===== config.mk =====
export PLATFORM = sky130hd
export DESIGN_NAME = penguin_collision_probe
export DESIGN_NICKNAME = d
export VERILOG_FILES = /design/src/rtl/penguin_collision_probe.sv
export SDC_FILE = /design/constraint.sdc
export NUM_CORES = 1
export LEC_CHECK = 0
export CAP_MARGIN = 40
export CORE_MARGIN = 2
export CORE_UTILIZATION = 52
export CTS_CLUSTER_SIZE = 30
export DETAILED_ROUTE_END_ITERATION = 12
export PLACE_DENSITY = 0.79
export REMOVE_ABC_BUFFERS = 1
export SETUP_SLACK_MARGIN = 0.5
export SYNTH_ARGS = -nofsm -noshare
export SYNTH_HDL_FRONTEND = slang
export SYNTH_SLANG_ARGS = --single-unit

===== constraint.sdc =====
create_clock -name Clk -period 4.8 [get_ports Clk]
set_input_delay 0.96 -clock Clk [delete_from_list [all_inputs] [get_ports Clk]]
set_output_delay 0.96 -clock Clk [all_outputs]
set_load 0.01 [all_outputs]

===== src/rtl/penguin_collision_probe.sv =====
// penguin_collision_probe: probes the tile map UP, DOWN, LEFT, RIGHT around the penguin via req/ack.
// Define COLLIDE_CORNER_EN to add a second, opposite-corner probe per direction.
module penguin_collision_probe #(
    parameter int COORD_W = 10,
    parameter int TILE    = 40,
    parameter int GRID_X0 = 20,
    parameter int GRID_Y0 = 100,
    parameter int COLS    = 15,
    parameter int ROWS    = 9,
    parameter int PENG_W  = 40,
    parameter int PENG_H  = 40,
    localparam int CW     = $clog2(COLS),
    localparam int RW     = $clog2(ROWS)
) (
    input  logic                 Clk,
    input  logic                 Reset_n,
    input  logic                 start,
    input  logic [COORD_W-1:0]   penguinX,
    input  logic [COORD_W-1:0]   penguinY,
    output logic                 busy,
    output logic                 done,
    output logic                 map_req,
    output logic [CW-1:0]        map_col,
    output logic [RW-1:0]        map_row,
    input  logic                 map_ack,
    input  logic                 map_solid,
    output logic [3:0]           touch,
    output logic [4*COORD_W-1:0] nearX,
    output logic [4*COORD_W-1:0] nearY
);
`ifdef COLLIDE_CORNER_EN
    localparam int PW = 3;
`else
    localparam int PW = 2;
`endif
    localparam int NP = 1 << PW;
    localparam int XW = COORD_W + 1;
    localparam logic [1:0] S_IDLE = 2'd0, S_LATCH = 2'd1, S_PROBE = 2'd2, S_DONE = 2'd3;

    typedef struct packed {
        logic          oob;
        logic [CW-1:0] col;
        logic [RW-1:0] row;
    } probe_t;

    // Probe index p: upper bits select the direction, the LSB (corner build only) the far corner.
    function automatic probe_t probe_at(input logic [PW-1:0] p, input logic [COORD_W-1:0] x, input logic [COORD_W-1:0] y);
        logic [1:0]    d;
        logic          c;
        logic          under;
        logic [XW-1:0] px, py, cx, ry;
        probe_t        r;
        d = 2'(p >> (PW - 2));
        c = (PW == 3) ? p[0] : 1'b0;
        px = {1'b0, x};
        py = {1'b0, y};
        if (c) begin
            if (d[1]) py = py + XW'(PENG_H - 1);
            else px = px + XW'(PENG_W - 1);
        end
        under = (d == 2'd0 && y == '0) || (d == 2'd2 && x == '0);
        case (d)
            2'd0:    py = py - XW'(1);
            2'd1:    py = py + XW'(PENG_H);
            2'd2:    px = px - XW'(1);
            default: px = px + XW'(PENG_W);
        endcase
        cx = (px - XW'(GRID_X0)) / XW'(TILE);
        ry = (py - XW'(GRID_Y0)) / XW'(TILE);
        r.oob = under || px < XW'(GRID_X0) || py < XW'(GRID_Y0) || cx >= XW'(COLS) || ry >= XW'(ROWS);
        r.col = cx[CW-1:0];
        r.row = ry[RW-1:0];
        return r;
    endfunction

    logic [1:0]           state_q, state_d;
    logic [PW-1:0]        p_q, p_d;
    logic [COORD_W-1:0]   x_q, x_d, y_q, y_d;
    logic                 busy_q, busy_d, done_q, done_d, req_q, req_d;
    logic [CW-1:0]        col_q, col_d;
    logic [RW-1:0]        row_q, row_d;
    logic [3:0]           ts_q, ts_d, hit_q, hit_d, touch_q, touch_d;
    logic [4*COORD_W-1:0] nxs_q, nxs_d, nys_q, nys_d, nearx_q, nearx_d, neary_q, neary_d;
    logic [1:0]           cur_dir;
    logic                 step, cur_touch, cur_solid;
    logic [COORD_W-1:0]   tile_x, tile_y;
    probe_t               nxt;

    assign cur_dir   = 2'(p_q >> (PW - 2));
    assign step      = state_q == S_PROBE && (!req_q || map_ack);
    assign cur_touch = !req_q || map_solid;
    assign cur_solid = req_q && map_solid;
    assign tile_x    = COORD_W'(GRID_X0) + COORD_W'(TILE) * COORD_W'(col_q);
    assign tile_y    = COORD_W'(GRID_Y0) + COORD_W'(TILE) * COORD_W'(row_q);
    assign nxt       = probe_at(state_q == S_LATCH ? '0 : p_q + PW'(1), x_q, y_q);

    always_comb begin
        state_d = state_q;
        p_d     = p_q;
        x_d     = x_q;
        y_d     = y_q;
        busy_d  = busy_q;
        done_d  = 1'b0;
        req_d   = req_q;
        col_d   = col_q;
        row_d   = row_q;
        ts_d    = ts_q;
        hit_d   = hit_q;
        nxs_d   = nxs_q;
        nys_d   = nys_q;
        touch_d = touch_q;
        nearx_d = nearx_q;
        neary_d = neary_q;
        case (state_q)
            S_IDLE: if (start) begin
                state_d = S_LATCH;
                busy_d  = 1'b1;
                x_d     = penguinX;
                y_d     = penguinY;
            end
            S_LATCH: begin
                state_d = S_PROBE;
                p_d     = '0;
                ts_d    = '0;
                hit_d   = '0;
                nxs_d   = '0;
                nys_d   = '0;
                req_d   = !nxt.oob;
                col_d   = nxt.col;
                row_d   = nxt.row;
            end
            S_PROBE: if (step) begin
                ts_d[cur_dir] = ts_q[cur_dir] | cur_touch;
                if (cur_solid && !hit_q[cur_dir]) begin
                    hit_d[cur_dir] = 1'b1;
                    nxs_d[int'(cur_dir) * COORD_W +: COORD_W] = tile_x;
                    nys_d[int'(cur_dir) * COORD_W +: COORD_W] = tile_y;
                end
                if (p_q == PW'(NP - 1)) begin
                    state_d = S_DONE;
                    req_d   = 1'b0;
                    busy_d  = 1'b0;
                    done_d  = 1'b1;
                    touch_d = ts_d;
                    nearx_d = nxs_d;
                    neary_d = nys_d;
                end else begin
                    p_d   = p_q + PW'(1);
                    req_d = !nxt.oob;
                    col_d = nxt.col;
                    row_d = nxt.row;
                end
            end
            default: state_d = S_IDLE;
        endcase
    end

    always_ff @(posedge Clk or negedge Reset_n) begin
        if (!Reset_n) begin
            state_q <= S_IDLE;
            p_q     <= '0;
            x_q     <= '0;
            y_q     <= '0;
            busy_q  <= 1'b0;
            done_q  <= 1'b0;
            req_q   <= 1'b0;
            col_q   <= '0;
            row_q   <= '0;
            ts_q    <= '0;
            hit_q   <= '0;
            nxs_q   <= '0;
            nys_q   <= '0;
            touch_q <= '0;
            nearx_q <= '0;
            neary_q <= '0;
        end else begin
            state_q <= state_d;
            p_q     <= p_d;
            x_q     <= x_d;
            y_q     <= y_d;
            busy_q  <= busy_d;
            done_q  <= done_d;
            req_q   <= req_d;
            col_q   <= col_d;
            row_q   <= row_d;
            ts_q    <= ts_d;
            hit_q   <= hit_d;
            nxs_q   <= nxs_d;
            nys_q   <= nys_d;
            touch_q <= touch_d;
            nearx_q <= nearx_d;
            neary_q <= neary_d;
        end
    end

    assign busy    = busy_q;
    assign done    = done_q;
    assign map_req = req_q;
    assign map_col = col_q;
    assign map_row = row_q;
    assign touch   = touch_q;
    assign nearX   = nearx_q;
    assign nearY   = neary_q;
endmodule


==> impl_metrics.toml, run 1 <==
[layout]
antenna_cells = 0
syn_to_final_growth_pct = 22.5
drive_above_1_share = 0.136
finalNetCount = 1477
final_util = 0.650

[cts]
cts_made_buffers = 23
clockBufferDepth = 3
htreeDepth = 1
insertion_delay_ns = 0.52
cts_tree = "yes"
cts_sinks = 207
cts.clk_slew.worst_paths_ns = 0.06
cts_root_buffer = "clkbuf_16"

[synthesis]
ys_types = 87
synth_edf_count = 0
synth_top_cell_by_area = "dfrtp_1"
syn-cell-area_um2 = 12000
ys_top_cells_by_area = "dfrtp_1, nor2_1, a22o_1, ha_1, a21oi_1"
ys_ff_latch = 207
yosys_warnings = 0
synth_seq_area_share = 0.431
synth_common_cells = "dfrtp_1, nor2_1, nand2_1"
avgSynthCellArea_um2 = 9.27
synth_ff_type = "dfrtp_1"
syn_inst = 1296
async_flop_share = 1.00
yosys.area.top_type_share = 0.431
synth_most_common_cell = "dfrtp_1"

[global_route]
grt_max_degree = 106
grt_antenna_before_repair = 0
grt_pass1_vias = 9988
grt_pass1_wl_mm = 52.8
grt_overflow = 0
grt_use_total = 0.266

[placed_design]
portBuffers = 119
gp_congestion = 0.956
dp_hpwl_mm = 23.2

[pwr]
vdd.ir_drop.worst_mv = 0.482
power_density_nw_per_um2 = 873
leakage_nw = 6.61

[setup_path]
worst_path_max_delay_cell = "or3b_1"
start_kind = "flip-flop"
cp.arrival_ns = 4.55
cp_data_required_time_ns = 5.18
setup.worst_path.class = "reg2reg"
worst-path-max-fanout = 18
critPathMaxStageDelay_ns = 0.42
path_cells = "inv_1 -> ha_4 -> or3b_1 -> or3_1 -> a21oi_2 -> xor2_2 -> nor4_4 -> mux2i_2 -> a211oi_2 -> or3_4 -> nand2_2 -> mux2_4 -> a41oi_1 -> o22a_1 -> a32oi_1"
cp-end-kind = "flip-flop"

[floorplanning]
start_util = 0.531
core_um2 = 22600
die_x_um = 156
die_y_um = 156
num_rows = 55
ioPinCount = 120
design.die.area_um2 = 24300

[timing]
fin_skew_ns = 0.0201
fin_tns_setup_ns = 0
drv_slew = 0
setup_viol = 0
worst_pin_slew_ns = 0.945
fmax_mhz = 240
hold_viol = 0
timing.final.crit_share = 0.868
min_period_ns = 4.17
slew_headroom = 0.365
rsz0062_at_grt = "false"

[routing]
route.detailed.drc = 0
finalWirelength_mm = 33.4
via_per_inst = 6.30
ant_nets = 0
drt_iter0_markers = 937
wire_per_inst_um = 19.5
drt_pass1_iterations = 5
vias = 10800

[flow_run]
drv_cap = 0

[run_status]
outcome = "finished, final reports clean"

[worst_hold_path]
hp-class = "in2async"
-- through the flow --
step	hold WS [ns]	setup slack, ns	area (um^2)	total power, mW	cells
finish	0.286	0.631	14700	12.8	1715
global route	0.278	0.455	14700	13.7	1715
CTS	0.278	0.518	14400	12.1	1698
detailed placement	0.466	0.220	13600	10.3	1655
global placement	0.458	0.379	13500	10.1	1652
floorplan	0.444	-1.34	11700	7.83	1210
-- critical path, delay by kind of cell (launching register included) --
kind | cells | cell delay [ns]
buffers and inverters | 1 | 0.11
and+or+nand+nor | 5 | 1.66
xor gates and xnor gates | 1 | 0.13
adders and majority gates | 1 | 0.24
muxes | 2 | 0.69
AOI/OAI and AO/OA | 5 | 0.84
DFF | 1 | 0.37
-- layout make-up --
type                            instances  area [um^2]
Fill cell                            1804         7930
Clock buffer                           28          624
Sequential cell                       207         5180
Inverter                               28          105
Timing Repair Buffer                  177         1660
Tap cell                              285          357
Clock inverter                         13          111
Multi-Input combinational cell        977         6680
-- final timing paths --
check	start	endpoint	slack [ns]	depth (start not counted)
worst min-delay path	Reset_n	nearX[20]$_DFFE_PN0P_	0.29	1
worst max register to register	state_q[1]$_DFFE_PN0P_	map_row[0]$_DFFE_PN0P_	0.63	15
min in group Clk	nys_q[24]$_DFFE_PN0P_	nys_q[24]$_DFFE_PN0P_	0.48	2
worst min register to register	nys_q[24]$_DFFE_PN0P_	nys_q[24]$_DFFE_PN0P_	0.48	2
max in group asynchronous	Reset_n	x_q[4]$_DFFE_PN0P_	3.33	3
worst max-delay path	state_q[1]$_DFFE_PN0P_	map_row[0]$_DFFE_PN0P_	0.63	15
-- layout by cell type (no fill, tap or decap), types with 13 or more instances in the layout --
cell type          n
xor2_1            14
nor2_1           166
a221oi_1          15
nor3_1            22
a31oi_1           13
xnor2_1           20
inv_1             25
nand2b_1          16
clkdlybuf4s50_1  118
a22o_1            56
nand2_1          101
nand3_1           36
o21ai_0           53
a22oi_1           23
buf_4             55
mux2_2            22
ha_1              31
a21oi_1           85
clkbuf_16         23
a21o_1            47
dfrtp_1          206
-- what timing repair did --
item / 4_1_cts / 5_1_grt
pin swaps: 1 / 13
gates cloned: 0 / 2
gates resized for setup: 9 / 46
hold endpoints to repair: 0 / 0
setup buffers: 2 / 15
endpoints found under the setup margin: 4 / 5
hold buffers: 0 / 0
-- sequential cells by signal, summed over array words and instances (netlist names), 2 cells and up --
signal,flops
cur_dir,2
x_q,10
nys_q,40
hit_q,4
state_q,2
nxs_q,40
map_row,4
y_q,10
touch,4
ts_q,4
nearY,40
map_col,4
nearX,40
-- routing by layer --
layer  part of all wire  global-route usage  routed length, um
met1               0.44               0.387              14700
met2               0.46               0.422              15500
met3              0.074              0.0392               2480
met4              0.023              0.0642                756
met5                  0                   0                  0
-- report_power, final --
part           internal [mW]  leakage, nW  total, mW  switching, mW
logic                   3.50         3.48       8.58           5.08
clock network          0.988        0.367       1.71          0.727
registers               2.11         2.76       2.54          0.437
-- cell families after synthesis --
kind of cell             Yosys count  share of synthesized area
AO/OA/AOI/OAI                    424                      0.255
buffers and inverters            114                     0.0374
flip-flops                       207                      0.431
adder cells (fa/ha/maj)           38                     0.0408
XOR/XNOR                          39                     0.0313
multiplexers                      36                     0.0324
AND/OR/NAND/NOR                  438                      0.172
No activity file was read; power rests on OpenSTA's default activity.
==> run 2: changes to the inputs <==
ABC_CLOCK_PERIOD_IN_PS = 4800   (was default)
==> results of run 2 <==
No change in the layout: final DEF, timing and power equal those of run 1.
==> run 3: changes to the inputs <==
SETUP_SLACK_MARGIN = default   (was 0.5)
==> run 3 against run 2 <==
Count of clock-buffer cells in the layout did not move. Via count fell by 2.1%. Total power fell by 5.0%. Global-route usage fell by 0.081 points. Combinational power fell by 7.2%. Sequential power barely moved. Critical path depth rose by 3. Clock skew fell by 0.0015 ns. Cell area fell by 2.5%. Fmax fell by 7.4%. Worst setup slack got worse by 0.33 ns. Largest cell class unchanged. Largest power group unchanged.
==> impl_metrics.toml, run 3 (synthesis gave the netlist of run 1 again) <==
[routing]
drt_pass1_iterations = 6
route.detailed.drc = 0
finalWirelength_mm = 32.6
wire_per_inst_um = 19.2
via_per_inst = 6.23
ant_nets = 0
vias = 10600
drt_iter0_markers = 862

[pwr]
switching_share = 0.488
seqPwrFrac = 0.207
vdd.ir_drop.worst_mv = 0.475
clockPowerShare = 0.141
leakage_nw = 6.48
internal_power_mw = 6.25
power_density_nw_per_um2 = 851
p_switching_mw = 5.95
combPwrFrac = 0.653

[setup_path]
worst-path-max-fanout = 11
start_kind = "flip-flop"
cp-end-kind = "flip-flop"
setup.worst_path.class = "reg2reg"
cp_data_required_time_ns = 5.24
cp.arrival_ns = 4.94

[worst_hold_path]
hp-class = "in2async"

[timing]
fin_skew_ns = 0.0187
rsz0062_at_grt = "false"
setup_viol = 0
timing.final.crit_share = 0.938
drv_slew = 0
worst_pin_slew_ns = 0.893
slew_headroom = 0.404
fin_tns_setup_ns = 0
fmax_mhz = 222
min_period_ns = 4.50
hold_viol = 0
final.setup.worst_slack_ns = 0.297

[placed_design]
dp_hpwl_mm = 23.2
portBuffers = 119
dp_worst_setup_slack_ns = 0.220
placed_cells = 1655
gp_congestion = 0.956

[global_route]
grt_max_degree = 106
grt_use_total = 0.266
grt_overflow = 0
grt_pass1_vias = 9944
grt_antenna_before_repair = 0
grt_pass1_wl_mm = 52.7

[floorplanning]
die_x_um = 156
ioPinCount = 120
die_y_um = 156
core_um2 = 22600
start_util = 0.531
num_rows = 55
design.die.area_um2 = 24300

[cts]
cts_tree = "yes"
cts_root_buffer = "clkbuf_16"
htreeDepth = 1
cts_sinks = 207
postCtsHoldBufs = 0
cts.clk_slew.worst_paths_ns = 0.06
insertion_delay_ns = 0.52
clockBufferDepth = 3
cts_made_buffers = 23

[layout]
final_common_cell = "dfrtp_1"
finalNetCount = 1460
final_cells = 1698
fillers = 1853
drive_above_1_share = 0.105
antenna_cells = 0
syn_to_final_growth_pct = 19.4
final_util = 0.633
final_cell_mix = "dfrtp_1, nor2_1, clkdlybuf4s50_1"

[run_status]
outcome = "finished, final reports clean"

[flow_run]
drv_cap = 0
run 3: cell count changes in the layout (fill, tap and decap cells not counted), moves of 3 or more:
cell,before,now
buf_4,55,41
a31oi_1,13,16
a31oi_2,3,0
ha_1,31,34
ha_4,3,0
nand2_1,101,104
nand2_2,4,1
run 3: metal layers:
layer / vias up / track usage / share of wire
li1: 4958 / - / -
met1: 5109 / 0.387 / 0.44
met2: 456 / 0.422 / 0.46
met3: 58 / 0.0389 / 0.074
met4: 0 / 0.0607 / 0.020
met5: - / 0 / 0
run 3: path summary, 6_finish.rpt:
path / from / endpoint / slack [ns] / cells past startpoint
min in group Clk: nys_q[24]$_DFFE_PN0P_ / nys_q[24]$_DFFE_PN0P_ / 0.48 / 2
min reg2reg: nys_q[24]$_DFFE_PN0P_ / nys_q[24]$_DFFE_PN0P_ / 0.48 / 2
max in group asynchronous: Reset_n / x_q[7]$_DFFE_PN0P_ / 3.33 / 3
max: cur_dir[1]$_DFFE_PN0P_ / map_col[0]$_DFFE_PN0P_ / 0.30 / 18
max reg2reg: cur_dir[1]$_DFFE_PN0P_ / map_col[0]$_DFFE_PN0P_ / 0.30 / 18
min: Reset_n / nearX[20]$_DFFE_PN0P_ / 0.29 / 1
run 3: stage by stage:
step | hold slack [ns] | area [um^2] | power, mW
floorplan | 0.444 | 11700 | 7.83
global placement | 0.458 | 13500 | 10.1
detailed placement | 0.466 | 13600 | 10.3
CTS | 0.278 | 14300 | 12.0
global route | 0.278 | 14300 | 13.1
finish | 0.286 | 14300 | 12.2
run 3: worst max-delay path, cell delays in order, from the launching register on:
cell      delay [ns]
dfrtp_1         0.35
inv_1           0.12
ha_1            0.39
buf_4           0.18
nand2b_1        0.09
buf_4           0.18
nor4b_2         0.42
nand3_1         0.28
nand2_1         0.18
nor2_1          0.10
a221oi_1        0.40
o21ai_0         0.20
nand2_1         0.22
buf_4           0.20
nor2_1          0.09
a211o_1         0.33
a21o_1          0.19
or3_1           0.36
a31oi_1         0.16
run 3: area by class of cell:
| cell class | instances | area, um^2 | share of cell area |
|---|---|---|---|
| multi-input combinational | 975 | 6420 | 0.448 |
| sequential | 207 | 5180 | 0.361 |
| timing repair buffer | 162 | 1550 | 0.108 |
| clock buffer | 28 | 624 | 0.0435 |
| tap | 285 | 357 | 0.0249 |
| clock inverter | 13 | 111 | 0.00776 |
| inverter | 28 | 105 | 0.00733 |
run 3: what timing repair did:
action                     CTS  global route
resized for setup            0             4
setup endpoints to repair    0             3
buffers inserted             0             2
run 3: power groups by stage:
stage                     sequential, mW  combinational, mW  clock (mW)
after detailed placement            2.55               7.70           0
after floorplan                     2.56               5.27           0
final                               2.52               7.96        1.72
after CTS                           2.52               7.75        1.74
after global placement              2.53               7.59           0
after global routing                2.58               8.67        1.82
